File: config.mk
export PLATFORM = sky130hd
export DESIGN_NAME = uart_wb_master
export DESIGN_NICKNAME = d
export VERILOG_FILES = /design/src/rtl/uart_wb_master.sv
export SDC_FILE = /design/constraint.sdc
export NUM_CORES = 1
export LEC_CHECK = 0
export BUFFER_PORTS_ARGS = -buffer_cell sky130_fd_sc_hd__buf_2
export CELL_PAD_IN_SITES_DETAIL_PLACEMENT = 1
export CELL_PAD_IN_SITES_GLOBAL_PLACEMENT = 2
export CORE_MARGIN = 8
export CORE_UTILIZATION = 33
export DETAILED_ROUTE_END_ITERATION = 10
export HOLD_SLACK_MARGIN = 0.1
export PLACE_DENSITY = 0.93
export SYNTH_ARGS = -nofsm -noshare
export SYNTH_HDL_FRONTEND = slang
export SYNTH_SLANG_ARGS = --single-unit
File: constraint.sdc
create_clock -name wb_clk_i -period 4.13 [get_ports wb_clk_i]
set_clock_uncertainty 0.2 [all_clocks]
set_input_delay 0.2065 -clock wb_clk_i [delete_from_list [all_inputs] [get_ports wb_clk_i]]
set_output_delay 0.2065 -clock wb_clk_i [all_outputs]
set_load 0.01 [all_outputs]
File: src/rtl/uart_wb_master.sv
// rtl/uart_wb_master.sv - byte-stream command parser driving single Wishbone classic cycles
//
// Purpose:
//   Accepts a compact command stream on an 8-bit valid/ready channel:
//     'W' (0x57) + 4 address bytes + 4 data bytes
//     'R' (0x52) + 4 address bytes
//   Multi-byte fields arrive MSB first. Each command issues one 32-bit Wishbone
//   classic cycle. The result goes back on an 8-bit valid/ready response channel:
//     'K' (0x4B) on ack, followed by 4 read-data bytes (MSB first) for reads
//     'T' (0x54) on timeout, status byte only
//     'E' (0x45) for an unknown opcode, with no bus cycle issued
//
// Ports:
//   wb_clk_i, wb_rst_i        clock, synchronous active-high reset
//   cmd_valid_i/cmd_data_i    command byte in
//   cmd_ready_o               command byte accepted on valid && ready
//   rsp_valid_o/rsp_data_o    response byte out
//   rsp_ready_i               response byte consumed on valid && ready
//   wbm_cyc_o/wbm_stb_o       Wishbone cycle/strobe (always identical)
//   wbm_we_o, wbm_sel_o       write enable, byte select (4'hF during a cycle)
//   wbm_adr_o, wbm_dat_o      address, write data
//   wbm_dat_i, wbm_ack_i      read data, slave acknowledge
module uart_wb_master #(
  parameter int unsigned TIMEOUT_CYCLES = 255
) (
  input  logic        wb_clk_i,
  input  logic        wb_rst_i,
  input  logic        cmd_valid_i,
  input  logic [7:0]  cmd_data_i,
  output logic        cmd_ready_o,
  output logic        rsp_valid_o,
  output logic [7:0]  rsp_data_o,
  input  logic        rsp_ready_i,
  output logic        wbm_cyc_o,
  output logic        wbm_stb_o,
  output logic        wbm_we_o,
  output logic [3:0]  wbm_sel_o,
  output logic [31:0] wbm_adr_o,
  output logic [31:0] wbm_dat_o,
  input  logic [31:0] wbm_dat_i,
  input  logic        wbm_ack_i
);

  localparam logic [7:0]  OP_WRITE   = 8'h57;
  localparam logic [7:0]  OP_READ    = 8'h52;
  localparam logic [7:0]  ST_ACK     = 8'h4B;
  localparam logic [7:0]  ST_TIMEOUT = 8'h54;
  localparam logic [7:0]  ST_ERROR   = 8'h45;
  localparam logic [15:0] TMO_LAST   = 16'(TIMEOUT_CYCLES - 1);

  typedef enum logic [2:0] {
    S_IDLE,
    S_ADDR,
    S_WDATA,
    S_BUS,
    S_RSP
  } state_t;

  state_t      state;
  state_t      state_nx;

  logic        rst_done;     // holds cmd_ready low until one edge after reset
  logic        is_write;
  logic [1:0]  byte_cnt;     // byte position within the address/data field
  logic [31:0] adr_q;
  logic [31:0] dat_q;
  logic [31:0] rd_q;
  logic [7:0]  status_q;
  logic [2:0]  rsp_idx;      // response byte currently presented
  logic [2:0]  rsp_last;     // index of the final response byte
  logic [15:0] tmo_cnt;

  logic        cmd_fire;
  logic        rsp_fire;
  logic        opcode_ok;
  logic        field_done;
  logic        tmo_expired;
  logic        rsp_done;

  assign cmd_fire    = cmd_valid_i && cmd_ready_o;
  assign rsp_fire    = rsp_valid_o && rsp_ready_i;
  assign opcode_ok   = (cmd_data_i == OP_WRITE) || (cmd_data_i == OP_READ);
  assign field_done  = cmd_fire && (byte_cnt == 2'd3);
  assign tmo_expired = (tmo_cnt == TMO_LAST);
  assign rsp_done    = rsp_fire && (rsp_idx == rsp_last);

  // State register
  always_ff @(posedge wb_clk_i) begin
    if (wb_rst_i) begin
      state <= S_IDLE;
    end else begin
      state <= state_nx;
    end
  end

  // Next-state logic
  always_comb begin
    state_nx = state;
    case (state)
      S_IDLE: begin
        if (cmd_fire) begin
          state_nx = opcode_ok ? S_ADDR : S_RSP;
        end
      end
      S_ADDR: begin
        if (field_done) begin
          state_nx = is_write ? S_WDATA : S_BUS;
        end
      end
      S_WDATA: begin
        if (field_done) begin
          state_nx = S_BUS;
        end
      end
      S_BUS: begin
        // ack takes priority over an expiring timeout in the same cycle
        if (wbm_ack_i || tmo_expired) begin
          state_nx = S_RSP;
        end
      end
      S_RSP: begin
        if (rsp_done) begin
          state_nx = S_IDLE;
        end
      end
      default: state_nx = S_IDLE;
    endcase
  end

  // Output decode; everything is a function of registered state except the
  // reset gate on cmd_ready, which must drop while reset is held.
  always_comb begin
    cmd_ready_o = 1'b0;
    rsp_valid_o = 1'b0;
    rsp_data_o  = 8'h00;
    wbm_cyc_o   = 1'b0;
    wbm_stb_o   = 1'b0;
    wbm_we_o    = 1'b0;
    wbm_sel_o   = 4'h0;
    case (state)
      S_IDLE, S_ADDR, S_WDATA: begin
        cmd_ready_o = rst_done && !wb_rst_i;
      end
      S_BUS: begin
        wbm_cyc_o = 1'b1;
        wbm_stb_o = 1'b1;
        wbm_we_o  = is_write;
        wbm_sel_o = 4'hF;
      end
      S_RSP: begin
        rsp_valid_o = 1'b1;
        case (rsp_idx)
          3'd0:    rsp_data_o = status_q;
          3'd1:    rsp_data_o = rd_q[31:24];
          3'd2:    rsp_data_o = rd_q[23:16];
          3'd3:    rsp_data_o = rd_q[15:8];
          default: rsp_data_o = rd_q[7:0];
        endcase
      end
      default: ;
    endcase
  end

  assign wbm_adr_o = adr_q;
  assign wbm_dat_o = dat_q;

  // Datapath: field shifting, bus result capture, response sequencing
  always_ff @(posedge wb_clk_i) begin
    if (wb_rst_i) begin
      rst_done <= 1'b0;
      is_write <= 1'b0;
      byte_cnt <= 2'd0;
      adr_q    <= 32'h0;
      dat_q    <= 32'h0;
      rd_q     <= 32'h0;
      status_q <= 8'h00;
      rsp_idx  <= 3'd0;
      rsp_last <= 3'd0;
      tmo_cnt  <= 16'h0;
    end else begin
      rst_done <= 1'b1;
      // the counter only runs in BUS, so it is zero on every BUS entry
      if (state != S_BUS) begin
        tmo_cnt <= 16'h0;
      end
      case (state)
        S_IDLE: begin
          if (cmd_fire) begin
            is_write <= (cmd_data_i == OP_WRITE);
            byte_cnt <= 2'd0;
            rsp_idx  <= 3'd0;
            rsp_last <= 3'd0;
            if (!opcode_ok) begin
              status_q <= ST_ERROR;
            end
          end
        end
        S_ADDR: begin
          if (cmd_fire) begin
            adr_q    <= {adr_q[23:0], cmd_data_i};
            byte_cnt <= byte_cnt + 2'd1;
          end
        end
        S_WDATA: begin
          if (cmd_fire) begin
            dat_q    <= {dat_q[23:0], cmd_data_i};
            byte_cnt <= byte_cnt + 2'd1;
          end
        end
        S_BUS: begin
          if (wbm_ack_i) begin
            rd_q     <= wbm_dat_i;
            status_q <= ST_ACK;
            rsp_idx  <= 3'd0;
            rsp_last <= is_write ? 3'd0 : 3'd4;
          end else if (tmo_expired) begin
            status_q <= ST_TIMEOUT;
            rsp_idx  <= 3'd0;
            rsp_last <= 3'd0;
          end else begin
            tmo_cnt <= tmo_cnt + 16'd1;
          end
        end
        S_RSP: begin
          if (rsp_fire && !rsp_done) begin
            rsp_idx <= rsp_idx + 3'd1;
          end
        end
        default: ;
      endcase
    end
  end

endmodule

### Word level (Yosys, flattened, before mapping)

Cells that the tools add are included.

| storage, ports and cells | value |
|---|---|
| output and inout port bits | 81 |
| input port bits | 45 |
| word-level logic and storage cells | 98 |
| register bits after elaboration | 133 |

| operators by class | value |
|---|---|
| equal/unequal tests | 22 |
| add/sub/neg operators | 3 |
| reduce and logical (&&, ||, !) cells | 26 |
| muxes and demuxes | 36 |

Operators with widths:

| kind | count |
|---|---|
| 16-bit 2-to-1 mux | 4 |
| 8-bit 2-to-1 mux | 5 |
| 3-bit 2-to-1 mux | 12 |
| 8-bit one-hot mux with 4 select lines | 1 |
| 16-bit by 1-bit adder with 16-bit output (second input constant) | 1 |
| 16-bit by 8-bit equality test with 1-bit output (second input constant) | 1 |
| 8-bit by 7-bit equality test with 1-bit output (second input constant) | 2 |
| 8-bit one-hot mux with 2 select lines | 1 |
| 3-bit one-hot mux with 5 select lines | 1 |
| 2-bit != test (second input constant) | 7 |
| 3-bit by 2-bit equality test with 1-bit output (second input constant) | 4 |
| 3-bit one-hot mux with 3 select lines | 1 |
| 2-bit AND reduction | 4 |
| 4-bit AND reduction | 2 |
| 3-bit by 1-bit equality test with 1-bit output (second input constant) | 2 |
| 1-bit logical AND | 6 |
| 3-bit logical NOT | 2 |
| 1-bit 2-to-1 mux | 6 |
| 3-bit one-hot mux with 2 select lines | 1 |
| 3-bit AND reduction | 2 |
| 5-bit AND reduction | 1 |
| 2-bit 2-to-1 mux | 2 |
| 4-bit 2-to-1 mux | 1 |
| 2-bit one-hot mux with 2 select lines | 1 |
| 14 further kinds | 17 |

### Depth between registers and ports, before layout

| depth | value |
|---|---|
| word-level depth | 8 |
| gate-level depth with buffers | 9 |

### Worst setup path before layout

No wires, ideal clock.

| path | value |
|---|---|
| kind | reg-to-output |
| from | register rsp_idx[2] |
| to | output rsp_data_o[1] |
| setup slack | 1.935 ns |
| buffers on the path | 3 |
| stages on the path, launching flop included | 9 |
| data arrival time | 1.788 ns |
| required time | 3.724 ns |
| cell sequence | dfxtp_1 clkbuf_1 inv_1 clkbuf_1 ha_1 clkbuf_1 a22o_1 a2111oi_0 nor3_1 |

| between the ends | value |
|---|---|
| longest elaborated chain between the ends | 3 |
| elaborated cells on any way between the ends | 6 |
| those cells by class | eq/ne: 3; mux: 2; reduce/logical: 1 |

RTL lines:

| item | line | text |
|---|---|---|
| start: declaration | 69 | `logic [2:0] rsp_idx;` |
| start signal: assignment | 226 | `rsp_idx <= rsp_idx + 3'd1;` |
| 3-bit by 2-bit equality test with 1-bit output (tied with other cells) | 152 | `case (rsp_idx)` |
| 8-bit one-hot mux with 4 select lines * | 152 |  |
| 8-bit 2-to-1 mux * | 140 | `case (state)` |
| end: declaration | 32 | `output logic [7:0] rsp_data_o,` |

Every way passes the cells marked *; elsewhere a longest branch is shown, timed or not.

### Worst setup path after layout

| path | value |
|---|---|
| from | input wb_rst_i |
| to | register adr_q[7], in the netlist wbm_adr_o[7] |

| between the ends | value |
|---|---|
| longest elaborated chain between the ends | 5 |

RTL lines:

| item | line | text |
|---|---|---|
| start: declaration | 27 | `input logic wb_rst_i,` |
| 1-bit logical NOT | 142 | `cmd_ready_o = rst_done && !wb_rst_i;` |
| 1-bit logical AND | 142 |  |
| 1-bit 2-to-1 mux | 140 |  |
| 1-bit logical AND | 80 | `assign cmd_fire = cmd_valid_i && cmd_ready_o;` |
| 2-bit AND reduction (no line) | n/a |  |
| end signal: assignment | 200 | `adr_q <= {adr_q[23:0], cmd_data_i};` |
| end: declaration | 65 | `logic [31:0] adr_q;` |

Parallel ways exist; a longest one is shown, timed or not.
A chain may end at the register's enable or synchronous reset.

==> metrics.txt <==
Sw Share=19.90%; Overflow after GRT=0; pre-CTS WS=1.533 ns; top cell type by total area after synthesis=dfxtp_1; depth of the CTS H-tree=4; initial antenna violation count=1; share of the synthesized area in the top cell type=48.17%; CTS buffer count=17; Post-Route Setup TNS=0 ns; Yosys reg bits=128; clk buf depth=2; setup violators final=0; die height=between 100 and 150 um; Pint=2.395 mW; crit-path max FO=39; most frequent cell after synthesis=nand2_1; DR WL/cell=16.82 um; max-cap viol count=0; Crit. End Element=flop; slowest stage delay, CP=0.81 ns; ys async rst share=0%; placed wire-length estimate=11,730 um; Synth cell types=58; Final Hold Viols=0; FILL cells=between 1,500 and 2,000; Clk pwr share=55.0%; EDFF count, synth=0; mean post-synth cell area=7.847 um^2; post-route design area=7144 um^2; setup repair after global routing missed its margin=false; outcome=finished clean; Net count, final=872; Slew Viols, Final=0; Port Buf Inserts=around 130; worst path bufs/invs=3; cell count after synthesis=678; Synth Warn #=0; via count=between 5,000 and 6,000; clock root buffer=clkbuf_16; Core Footprint=15,830 um^2; DRC errors left=0; first-pass GRT wire length=~29,000 um; CTS tree=yes; drt first pass iters=4; Net Switching=595.2 uW; Final GP Congestion=0.7986; clk sinks=128; Comb pwr share=3.6%; IO Pins=126; Reg2Reg Setup Slack=1.19 ns; post_cts resized=0; share of layout cells above drive strength 1=between 20% and 30%; Most used DFF post-synth=dfxtp_1; row cnt=46; die area=20,440 um^2; Final Cycle Share=73.35%; synth cell count leaders=211 x nand2_1, 128 x dfxtp_1, 118 x a21oi_1; vias in the first global route=5,671; sequential power share=between 40 and 50%; relative slew slack=18.33%; Overall Global Routing Usage=17.44%; largest net degree at the start of global routing=77; crit path cell chain=dlygate4sd3_1, buf_4, and4bb_2, nand2_1, nand2_1, a21oi_1, dlygate4sd3_1; Chip Width=143.0 um; Synth Cell Area=5320 um^2; Reg clk slew, reported paths=0.05 ns; fmax=330.1 MHz; Setup crit start kind=input pin; worst-margin pin slew=1.221 ns; Layout Cells excl Fill=1,049; smallest setup slack after layout=1.101 ns; Max VDD drop=0.0002616 V; worst min-delay path class=in2reg; Lkg Pwr=between 2 and 3 nW; starting DRC count in detailed routing=approximately 270; Clk Latency, worst-skew pair=0.41 ns; top cells by area, synth=dfxtp_1 48%, nand2_1 15%, a21oi_1 11%; Routed Antenna Nets=0; Worst Path Required=4.28 ns; sequential-to-total area share from yosys stat=48.17%; Critical Path AT=3.18 ns; Crit Path Category=in2reg; initial core utilization=between 30% and 40%; Mapped Nets=~730; CP max-delay cell=nand2_1; Vias/cell=5.085; Placed Cells incl. Taps=970; final WL=roughly 18,000 um; pwr dens=418.6 nW/um^2; min Tclk post-route=3.029 ns; P&R area growth vs syn=34.29%; Area after DPL=6022 um^2; delay-heaviest family, CP=buffers and inverters
## logic make-up (layout without fill, tap and decap cells)
logic type               after synthesis  after routing  share of synthesized area, %
XOR/XNOR                               4              4                        0.6586
buffers and inverters                 67            221                         5.456
other                                  0              1                             0
adder cells (fa/ha/maj)                8              8                         1.882
AO/OA/AOI/OAI                        182            182                         20.06
multiplexers                           1              1                        0.1882
flip-flops                           128            128                         48.17
AND/OR/NAND/NOR                      288            288                         23.59
## worst min-delay path, cell delays in order
cell and delay (ns):
buf_2 0.12, and4bb_2 0.28, o221ai_1 0.14
## through the flow
| stage | total power [mW] | hold slack [ns] | utilization, % |
|---|---|---|---|
| 6_report | 2.991 | 0.1822 | 45.14 |
| 5_1_grt | 3.096 | 0.1961 | 45.14 |
| 4_1_cts | 3.018 | 0.1660 | 45.12 |
| 3_5_place_dp | 1.340 | 0.2446 | 38.05 |
| 3_3_place_gp | 1.338 | 0.2348 | 38.05 |
| 2_1_floorplan | 1.301 | 0.1113 | - |
## power groups by stage
stage	registers [mW]	logic [mW]	clock network (mW)
6_report	1.24	0.107	1.64
5_1_grt	1.24	0.115	1.74
4_1_cts	1.24	0.105	1.67
3_5_place_dp	1.27	0.0731	0
3_3_place_gp	1.27	0.0712	0
2_1_floorplan	1.27	0.0352	0
## layout make-up
cell class              count  area (um^2)  share of cell area (%)
well taps                 216        270.3                   3.783
repair buffers            175         1119                   15.66
inverters                  14        52.55                  0.7356
clock inverters             9        151.4                   2.119
clock buffers              23        508.0                   7.110
multi-input cells         483         2479                   34.69
flip-flops and latches    128         2562                   35.87
diodes                      1        2.502                 0.03503
## state kept, by name (all words and copies together), names as in the netlist
name / count
state: 3
status_q: 5
wbm_adr_o: 32
wbm_dat_o: 32
rst_done: 1
byte_cnt: 2
is_write: 1
rsp_idx: 3
rsp_last: 1
tmo_cnt: 16
rd_q: 32
## placed cells by master (no fill, tap or decap), types with 3 or more instances in the layout
cell type	count
o21ai_0	12
inv_1	14
or2_2	4
clkinv_2	3
nor2_1	18
or4_1	6
o2111ai_1	4
buf_2	124
nand4_1	5
a211oi_1	3
nor2b_1	3
a31oi_1	6
xor2_1	3
clkbuf_8	6
bufinv_16	4
or3_1	5
nand3_1	8
nand2b_1	3
buf_4	5
o31ai_1	5
dlygate4sd3_1	46
clkbuf_16	17
nand2_1	211
o211ai_1	4
nor3_1	6
a21oi_1	118
a22oi_1	8
dfxtp_1	128
ha_1	8
## path summary, 6_finish.rpt
path                     from      endpoint  cells past startpoint
hold reg to reg   status_q[6]   status_q[6]                      2
setup / recovery     wb_rst_i  wbm_adr_o[7]                      7
hold / removal    cmd_valid_i   byte_cnt[0]                      3
setup reg to reg     state[0]  wbm_adr_o[7]                      5
## timing repair
action,4_1_cts,5_1_grt
endpoints found under the hold margin,80,0
hold buffers,46,0
buffers inserted,0,0
## routing by layer
layer  track usage (%)  part of all wire [%]
met4             7.774                   1.9
met3             3.506                   3.4
met1             20.30                    43
met5                 0                     0
met2             30.27                    51
Power figures use the tool's default switching activity.
